===== config.mk =====
export PLATFORM = sky130hd
export DESIGN_NAME = host_reg_slave_flat
export DESIGN_NICKNAME = d
export VERILOG_FILES = /design/src/rtl/host_reg_slave_if.sv /design/src/rtl/host_reg_slave.sv /design/src/flat_wrapper.sv
export SDC_FILE = /design/constraint.sdc
export NUM_CORES = 1
export LEC_CHECK = 0
export CORE_AREA = 5 5 250 252
export CTS_CLUSTER_SIZE = 8
export DETAILED_ROUTE_END_ITERATION = 10
export DIE_AREA = 0 0 255 257
export GPL_TIMING_DRIVEN = 0
export HOLD_SLACK_MARGIN = 0.02
export PLACE_DENSITY_LB_ADDON = 0.2
export SLEW_MARGIN = 30
export SYNTH_ARGS = -nofsm -noshare
export SYNTH_HDL_FRONTEND = slang
export SYNTH_SLANG_ARGS = --single-unit

===== constraint.sdc =====
create_clock -name clk_reg -period 2.35 [get_ports clk_reg]
set_input_delay 0.705 -clock clk_reg [delete_from_list [all_inputs] [get_ports clk_reg]]
set_output_delay 0.705 -clock clk_reg [all_outputs]
set_load 0.05 [all_outputs]

===== src/rtl/host_reg_slave_if.sv =====
// host_reg_slave_if: MAC host register bus (chip select, direction, byte address, data).
interface host_reg_slave_if;
    logic        csb;
    logic        wrb;
    logic [7:0]  ca;
    logic [15:0] cd_in;
    logic [15:0] cd_out;

    modport master (output csb, wrb, ca, cd_in, input cd_out);
    modport slave  (input csb, wrb, ca, cd_in, output cd_out);
endinterface


===== src/rtl/host_reg_slave.sv =====
// host_reg_slave: register-file responder on the MAC host bus. Holds the
// configuration words, drives them flat onto cfg_q, strobes the PROM write
// registers and runs the statistics-counter read handshake.
// Optional feature macro: HOST_ACCESS_CNT_EN adds host write/read access
// counters readable at word addresses 35/36 (cleared by any write to either).
module host_reg_slave #(
    parameter int unsigned NUM_REGS   = 35,
    parameter int unsigned RD_TIMEOUT = 255
) (
    input  logic                     clk_reg,
    input  logic                     reset,
    host_reg_slave_if.slave          bus,
    output logic [NUM_REGS*16-1:0]   cfg_q,
    output logic                     prom_tx_wr_p,
    output logic                     prom_rx_wr_p,
    output logic [6:0]               cpu_rd_addr,
    output logic                     cpu_rd_apply,
    input  logic                     cpu_rd_grant,
    input  logic [31:0]              cpu_rd_dout
);
    localparam int unsigned DW = 16;
    localparam int unsigned AW = 7;
    localparam int unsigned IW = (NUM_REGS > 1) ? $clog2(NUM_REGS) : 1;
    localparam int unsigned TW = $clog2(RD_TIMEOUT + 1);

    localparam int unsigned A_PROM_TX = 10;
    localparam int unsigned A_PROM_RX = 17;
    localparam int unsigned A_CNT_IDX = 28;
    localparam int unsigned A_APPLY   = 29;
    localparam int unsigned A_STATUS  = 30;
    localparam int unsigned A_DOUT_LO = 31;
    localparam int unsigned A_DOUT_HI = 32;

    typedef enum logic {ST_IDLE, ST_WAIT} state_t;

    state_t        state;
    logic [DW-1:0] storage [NUM_REGS];
    logic [DW-1:0] img     [NUM_REGS];
    logic [1:0]    status;          // {timeout, done}
    logic [31:0]   cap;
    logic [TW-1:0] timer;
    logic [AW-1:0] waddr;
    logic [IW-1:0] idx;
    logic          wr_acc;
    logic          rd_acc;
    logic          in_range;
    logic          writable;
    logic          apply_hit;
    logic          busy;
    logic [DW-1:0] rd_data;
    logic          unused_c;

    function automatic logic [DW-1:0] rst_val(input int n);
        case (n)
            0:       rst_val = 16'h001E;
            1:       rst_val = 16'h0019;
            4:       rst_val = 16'h000C;
            5:       rst_val = 16'h0001;
            6:       rst_val = 16'h0002;
            19:      rst_val = 16'h0040;
            20:      rst_val = 16'h03E8;
            22:      rst_val = 16'h001A;
            23:      rst_val = 16'h0010;
            24:      rst_val = 16'h0001;
            25:      rst_val = 16'h000C;
            26:      rst_val = 16'h05EE;
            27:      rst_val = 16'h0040;
            34:      rst_val = 16'h0004;
            default: rst_val = '0;
        endcase
    endfunction

    // Bus access decode; ca[0] is a byte-lane bit with no meaning here.
    always_comb begin
        waddr     = bus.ca[7:1];
        idx       = IW'(waddr);
        wr_acc    = !bus.csb && !bus.wrb;
        rd_acc    = !bus.csb && bus.wrb;
        in_range  = 32'(waddr) < NUM_REGS;
        writable  = in_range && !(32'(waddr) inside {A_PROM_TX, A_PROM_RX, A_APPLY,
                                                      A_STATUS, A_DOUT_LO, A_DOUT_HI});
        apply_hit = wr_acc && (32'(waddr) == A_APPLY) && bus.cd_in[0];
        busy      = (state == ST_WAIT);
        unused_c  = bus.ca[0];
    end

    // Register image: plain storage overlaid with the live handshake words.
    always_comb begin
        for (int i = 0; i < int'(NUM_REGS); i++) img[i] = storage[i];
        img[IW'(A_APPLY)]   = {15'b0, busy};
        img[IW'(A_STATUS)]  = {14'b0, status};
        img[IW'(A_DOUT_LO)] = cap[15:0];
        img[IW'(A_DOUT_HI)] = cap[31:16];
        cfg_q = '0;
        for (int i = 0; i < int'(NUM_REGS); i++) cfg_q[i*DW +: DW] = img[i];
    end

`ifdef HOST_ACCESS_CNT_EN
    localparam int unsigned A_WR_CNT = 35;
    localparam int unsigned A_RD_CNT = 36;

    logic [DW-1:0] wr_cnt;
    logic [DW-1:0] rd_cnt;
    logic [DW-1:0] rd_cnt_inc;
    logic          cnt_hit;

    // Saturating increment; a read of the counters includes itself.
    always_comb begin
        cnt_hit    = (32'(waddr) == A_WR_CNT) || (32'(waddr) == A_RD_CNT);
        rd_cnt_inc = (rd_cnt == '1) ? rd_cnt : rd_cnt + DW'(1);
    end

    // Host access counters; a write to either counter clears both uncounted.
    always_ff @(posedge clk_reg or negedge reset) begin
        if (!reset) begin
            wr_cnt <= '0;
            rd_cnt <= '0;
        end else if (wr_acc && cnt_hit) begin
            wr_cnt <= '0;
            rd_cnt <= '0;
        end else begin
            if (wr_acc && (wr_cnt != '1)) wr_cnt <= wr_cnt + DW'(1);
            if (rd_acc) rd_cnt <= rd_cnt_inc;
        end
    end
`endif

    // Read data select; anything undecoded returns zero.
    always_comb begin
        rd_data = '0;
        if (in_range) rd_data = img[idx];
`ifdef HOST_ACCESS_CNT_EN
        else if (32'(waddr) == A_WR_CNT) rd_data = wr_cnt;
        else if (32'(waddr) == A_RD_CNT) rd_data = rd_cnt_inc;
`endif
    end

    // Configuration storage; read-only and self-clearing words never latch.
    always_ff @(posedge clk_reg or negedge reset) begin
        if (!reset) begin
            for (int i = 0; i < int'(NUM_REGS); i++) storage[i] <= rst_val(i);
        end else if (wr_acc && writable) begin
            storage[idx] <= bus.cd_in;
        end
    end

    // Read data register, holds until the next read.
    always_ff @(posedge clk_reg or negedge reset) begin
        if (!reset) bus.cd_out <= '0;
        else if (rd_acc) bus.cd_out <= rd_data;
    end

    // One-cycle PROM write strobes.
    always_ff @(posedge clk_reg or negedge reset) begin
        if (!reset) begin
            prom_tx_wr_p <= 1'b0;
            prom_rx_wr_p <= 1'b0;
        end else begin
            prom_tx_wr_p <= wr_acc && (32'(waddr) == A_PROM_TX) && bus.cd_in[0];
            prom_rx_wr_p <= wr_acc && (32'(waddr) == A_PROM_RX) && bus.cd_in[0];
        end
    end

    // Counter read handshake: apply, then wait for grant or give up on timeout.
    always_ff @(posedge clk_reg or negedge reset) begin
        if (!reset) begin
            state        <= ST_IDLE;
            cpu_rd_apply <= 1'b0;
            cpu_rd_addr  <= '0;
            timer        <= '0;
            status       <= '0;
            cap          <= '0;
        end else begin
            case (state)
                ST_IDLE: begin
                    if (apply_hit) begin
                        state        <= ST_WAIT;
                        cpu_rd_apply <= 1'b1;
                        cpu_rd_addr  <= storage[IW'(A_CNT_IDX)][6:0];
                        timer        <= '0;
                        status       <= '0;
                    end
                end
                ST_WAIT: begin
                    if (cpu_rd_grant) begin
                        cap          <= cpu_rd_dout;
                        status       <= 2'b01;
                        cpu_rd_apply <= 1'b0;
                        state        <= ST_IDLE;
                    end else if (timer == TW'(RD_TIMEOUT)) begin
                        status       <= 2'b10;
                        cpu_rd_apply <= 1'b0;
                        state        <= ST_IDLE;
                    end else if (timer != '1) begin
                        timer <= timer + TW'(1);
                    end
                end
                default: state <= ST_IDLE;
            endcase
        end
    end
endmodule

===== src/flat_wrapper.sv =====
// flat-port wrapper written by rule: the top's interface ports become plain ports
module host_reg_slave_flat 
#(
    parameter int unsigned NUM_REGS   = 35,
    parameter int unsigned RD_TIMEOUT = 255
)
  (clk_reg, reset, cfg_q, prom_tx_wr_p, prom_rx_wr_p, cpu_rd_addr, cpu_rd_apply, cpu_rd_grant, cpu_rd_dout, bus_csb, bus_wrb, bus_ca, bus_cd_in, bus_cd_out);
  host_reg_slave_if bus_i ();
  input  logic clk_reg;
  input  logic reset;
  output logic [NUM_REGS*16-1:0] cfg_q;
  output logic prom_tx_wr_p;
  output logic prom_rx_wr_p;
  output logic [6:0] cpu_rd_addr;
  output logic cpu_rd_apply;
  input  logic cpu_rd_grant;
  input  logic [31:0] cpu_rd_dout;
  input wire logic [$bits(bus_i.csb)-1:0] bus_csb;
  input wire logic [$bits(bus_i.wrb)-1:0] bus_wrb;
  input wire logic [$bits(bus_i.ca)-1:0] bus_ca;
  input wire logic [$bits(bus_i.cd_in)-1:0] bus_cd_in;
  output wire logic [$bits(bus_i.cd_out)-1:0] bus_cd_out;
  assign bus_i.csb = bus_csb;
  assign bus_i.wrb = bus_wrb;
  assign bus_i.ca = bus_ca;
  assign bus_i.cd_in = bus_cd_in;
  assign bus_cd_out = bus_i.cd_out;
  host_reg_slave #(.NUM_REGS(NUM_REGS), .RD_TIMEOUT(RD_TIMEOUT)) u_core (.clk_reg(clk_reg), .reset(reset), .bus(bus_i), .cfg_q(cfg_q), .prom_tx_wr_p(prom_tx_wr_p), .prom_rx_wr_p(prom_rx_wr_p), .cpu_rd_addr(cpu_rd_addr), .cpu_rd_apply(cpu_rd_apply), .cpu_rd_grant(cpu_rd_grant), .cpu_rd_dout(cpu_rd_dout));
endmodule

# Word level (Yosys, flattened, before mapping)
# Cells that the tools add are included.
totals:
  rom_bits: 0
  input_bits: 61
  latch_bits: 0
  mem_bits_rw: 0
  n_memories: 0
  reg_bits: 629
  wordCells: 106
  output_inout_bits: 586
classes:
  multipliers: 0
  shifts: 0
  add_sub_neg: 1
  reduce_logical: 19
  bitwise_logic: 2
  eq_ne: 13
  div_mod_pow: 0
  order_cmp: 3
  n_mux: 24
op_table:
  columns: ["op", "n"]
  rows:
  - ["$bwmux 560", 1]
  - ["$bmux 16 s6", 1]
  - ["$demux 16 s6", 1]
  - ["$mux 16", 4]
  - ["$mux 8", 4]
  - ["$eq 7x5->1 const B", 4]
  - ["$pmux 8 s2", 1]
  - ["$logic_and 1x1->1", 11]
  - ["$add 8x1->8 const B", 1]
  - ["$eq 8x8->1 const B", 1]
  - ["$ne 8x8->1 const B", 1]
  - ["$eq 7x4->1 const B", 1]
  - ["$eq 7x6->1 const B", 1]
  - ["$ge 7x7->1 const B", 1]
  - ["$lt 7x1->1 const B", 1]
  - ["$lt 7x6->1 const B", 1]
  - ["$not 6->7", 1]
  - ["$mux 1", 6]
  - ["$mux 2", 3]
  - ["$ne 2x2->1 const B", 3]
  - ["$reduce_and 2->1", 3]
  - ["$reduce_bool 6->1", 1]
  - ["$pmux 1 s2", 2]
  - ["$pmux 2 s2", 1]
  - ["5 further kinds", 7]

# Longest topological paths before layout
depth:
  ltp_word: 6
  depth_mapped: 10
  ltp_nobuf: 6

# Worst setup path before layout
# OpenSTA, ideal clock, no wires.
synth_timing:
  path_type: "input to register"
  start: "input port bus_ca[1]"
  end: "register u_core.storage (netlist bit u_core.cfg_q[309])"
  n_path_buf: 5
  stages: 10
  t_arrival_ps: 2546
  setup_time_ps: 125
  path_slack_ps: -321
  required_time_ps: 2225
  path_cell_list: "buf_2 -> and2_1 -> clkbuf_1 -> o21ai_0 -> nand4_1 -> buf_6 -> buf_12 -> nor3_4 -> buf_6 -> mux2_4"
synth_between:
  elab_chain_cells: 6
  elab_cells_between_ends: 18
  cone_classes: "order compare (3); eq/ne (6); mux (3); bitwise (1); reduce/logical (5)"
synth_rtl:
  columns: ["item", "line_no", "text"]
  rows:
  - ["from (decl)", "flat_wrapper.sv:20", "input wire logic [$bits(bus_i.ca)-1:0] bus_ca;"]
  - ["$not 6->7 (implied by the code)", "host_reg_slave.sv:143", "storage[idx] <= bus.cd_in;"]
  - ["$ge 7x7->1 (implied by the code) / $lt 7x1->1 (equally long branches)", "host_reg_slave.sv:143", null]
  - ["$logic_and 1x1->1 (implied by the code)", "host_reg_slave.sv:143", null]
  - ["$mux 16 (implied by the code)", "host_reg_slave.sv:143", null]
  - ["$demux 16 s6", "host_reg_slave.sv:143", null]
  - ["$bwmux 560", "host_reg_slave.sv:143", null]
  - ["to (signal, indexed assignment)", "host_reg_slave.sv:143", null]
  - ["to (decl)", "host_reg_slave.sv:37", "logic [DW-1:0] storage [NUM_REGS];"]
# Parallel ways exist; a longest one is shown, timed or not.
# A chain may end at the register's enable or synchronous reset.

# Worst setup path in the final report
layout_timing:
  start: "input port bus_ca[3]"
  end: "register u_core.storage (netlist bit u_core.cfg_q[22])"
# The elaborated chain is that of the path after synthesis.

==> qor.yml <==
sta:
  hold_viol_final: 0
  finalMaxSlewViolations: 0
  finalSetupViolCount: 5
  relSlewSlack_pct: 37.1
  finalCritPeriodShare_pct: 101
  tightest_slew_ps: 944
  post-route-min-period_ps: 2380
  rsz0062_at_grt: "true"
  fmax_ghz: 0.420
  fin_worst_skew_ps: 19.5
  final.setup.tns_ps: -124
  worst_slack_ps: -32.0
synthesis:
  synth.top_cells.by_area: "dfrtp_1 (50%), mux2_2 (16%), mux4_2 (9.2%), mux2_4 (6.2%), dfstp_2 (3.5%)"
  ys_warn_count: 0
  ys_ff_latch: 565
  synth_largest_area_cell: "dfrtp_1"
  synth_cell_types: 63
  postSynthAreaPerCell_um2: 15.0
  yosysSeqAreaShare_pct: 53.6
  synthArstFlopShare_pct: 100
  synth_ff_type: "dfrtp_1"
  netlist.area_leader.share_pct: 50.2
  synth_area_um2: 26400
  synth-edff-count: 0
  synthCells: 1767
outcome:
  outcome: "complete, but fails checks"
  violations: "setup timing"
setup_path:
  required_ps: 2840
  crit_arrival_ps: 2870
  slowest_delay_ps: 500
  cpMaxStageDelayCell: "nor2_1"
  path_cells: "buf_4 -> buf_8 -> nor2_1 -> nand2_1 -> nor3_4 -> buf_12 -> buf_4 -> buf_12 -> mux2_2"
  crit_buf_inv: 5
  cp-start-kind: "input port"
  crit_path_end_kind: "flip-flop"
  critical_path.top_delay_family: "simple AND/OR/NAND/NOR gates"
  cp_max_fo: 9
  critPathKind: "in2reg"
die:
  die_area_um2: 65500
  dieHeight_um: 257
  start_util_pct: 44.1
  rows: 90
  fp.dieW_um: 255
  core_um2: 59900
  ios: 647
routing:
  wire_per_inst_um: 33.7
  wl_mm: 115
  wl_met1_mm: 43.7
  routed_via_density: 5.82
  drt_iter0_drc: 1521
  num_vias: 19790
  drc: 0
  ant_nets: 0
  first_pass_iters: 5
  dr_wl_met2_mm: 55.8
  dr_wl_met3_mm: 10.1
  top_layer_used: "met4"
clock_network:
  cts_buffers: 80
  cts_tree: "yes"
  cts_root_buffer: "clkbuf_16"
  clk_pin_slew_ps: 50
  clkLatencyLatePin_ps: 620
  cts.sinks: 565
  htreeDepth: 3
  clockBufferDepth: 3
placement:
  gp_congestion: 0.933
  dp_hpwl_mm: 84.9
  port_buffers: 600
  placed_area_um2: 34200
final_layout:
  fin_nets: 2625
  layout-drive-gt1-share_pct: 41.2
  syn2layout_area_growth_pct: 40.5
  design_area_um2: 37100
global_routing:
  antenna_found_initial: 4
  grt-ovfl-total: 0
  grt_pass1_vias: 21047
  grt_pass1_wl_mm: 160
  grt_max_degree: 86
  grt_usage_pct: 34.2
job:
  drv_cap: 0
pwr:
  power_density_nw_per_um2: 653
  ir_worst_vdd_v: 0.000594
  leakage_nw: 19.4
hold_path:
  hp-class: "reg2reg"
==> through the flow <==
stage          hold slack [ps]  util [%]  power [mW]  instances  setup WS, ps
3_5_place_dp               459      57.1        13.7       3186         -2200
5_1_grt                    496      62.0        24.9       3397         -42.6
4_1_cts                    467      61.5        24.3       3377         0.309
2_1_floorplan              409         -        12.3       1795          -259
3_3_place_gp               450      56.7        13.7       3177        -24540
6_report                   467      62.0        24.3       3399         -32.0
==> sequential cells by signal, indices dropped and copies added, names as in the netlist <==
register,cells
u_core.prom_rx_wr_p,1
u_core.cpu_rd_addr,7
u_core.bus.cd_out,16
u_core.cpu_rd_apply,1
u_core.timer,8
u_core.cfg_q,496
u_core.cap,32
u_core.prom_tx_wr_p,1
u_core.status,2
u_core.busy,1
==> final timing paths <==
kind / from / endpoint / slack [ps] / depth (start not counted)
min in group asynchronous: reset / u_core.cfg_q[273]$_DFFE_PN0P_ / 560 / 2
min reg2reg: u_core.cpu_rd_addr[2]$_DFFE_PN0P_ / u_core.cpu_rd_addr[2]$_DFFE_PN0P_ / 470 / 2
max in group asynchronous: reset / u_core.cfg_q[139]$_DFFE_PN0P_ / 590 / 4
min: u_core.cpu_rd_addr[2]$_DFFE_PN0P_ / u_core.cpu_rd_addr[2]$_DFFE_PN0P_ / 470 / 2
max reg2reg: u_core.busy$_DFF_PN0_ / u_core.bus.cd_out[0]$_DFFE_PN0P_ / 70 / 6
max: bus_ca[3] / u_core.cfg_q[22]$_DFFE_PN0P_ / -30 / 9
==> kinds of logic after synthesis <==
logic type | synth area share (%)
multiplexers | 33.7
buffers and inverters | 4.46
XOR/XNOR | 0.133
AND/OR/NAND/NOR | 4.28
AO/OA/AOI/OAI | 3.77
flip-flops | 53.6
adder cells (fa/ha/maj) | 0.0473
other | 0.0142
==> where the power goes <==
group          internal (mW)  switching, mW
Clock                   6.36           4.40
Combinational          0.979           2.27
Sequential              10.0          0.243
Total                   17.4           6.91
==> cell usage in the layout (no fill, tap or decap), types with 13 or more instances in the layout <==
cell type,n
o21ai_0,29
a221o_1,16
nor3_4,16
buf_8,13
buf_12,16
mux2i_1,36
clkdlybuf4s15_2,50
clkbuf_1,131
dfrtp_1,530
mux4_2,108
dlygate4sd2_1,460
dfstp_2,35
mux2_2,329
a22oi_1,16
nor2_1,19
clkdlybuf4s15_1,35
mux2_4,173
clkdlybuf4s50_1,34
buf_4,101
nand2_1,78
buf_6,50
conb_1,29
clkbuf_2,24
clkbuf_16,83
==> layout make-up <==
cell class              count  area, um2
plain buffers             212       1590
repair buffers            689       6440
clock buffers             125       2190
well taps                 782        978
clock inverters             6       78.8
inverters                   4       18.8
diodes                      5       12.5
fillers                  4853      22800
multi-input cells        1011      11600
flip-flops and latches    565      14200
==> per-layer routing <==
layer,up-vias,GRT usage [%]
met3,238,9.92
met5,-,0
met4,0,12.9
li1,8046,-
met2,1025,56.5
met1,10481,42.7
==> repair_timing <==
action,in CTS,in global routing
pin swaps,28,10
resized for setup,811,99
hold buffers,1,0
endpoints found under the hold margin,25,0
gates cloned,3,2
endpoints found under the setup margin,1056,276
buffers inserted,58,16
==> Yosys cell counts, drive strengths merged (2+ instances only) <==
library cell	count
buf	104
nor2	20
a32o	2
and3	4
nand2b	5
inv	4
a221oi	7
or3	5
nor4b	3
nor3	27
nand2	82
clkbuf	111
xnor2	2
nand3b	4
and2	9
o221ai	8
xor2	2
nand4	7
mux4	108
mux2i	40
o22ai	4
dfstp	35
a311oi	8
nor4	5
nand3	10
a21o	7
a211oi	11
dfrtp	530
a221o	16
o211ai	7
nor2b	7
a31oi	4
mux2	502
a22o	4
a22oi	16
a21oi	2
o21ai	32
or2	2
==> tightest hold or removal path: stages (launching register included) <==
cell and delay [ps]:
dfrtp_1 340, nand2_1 50, nand2_1 50
No activity file was read; power rests on OpenSTA's default activity.
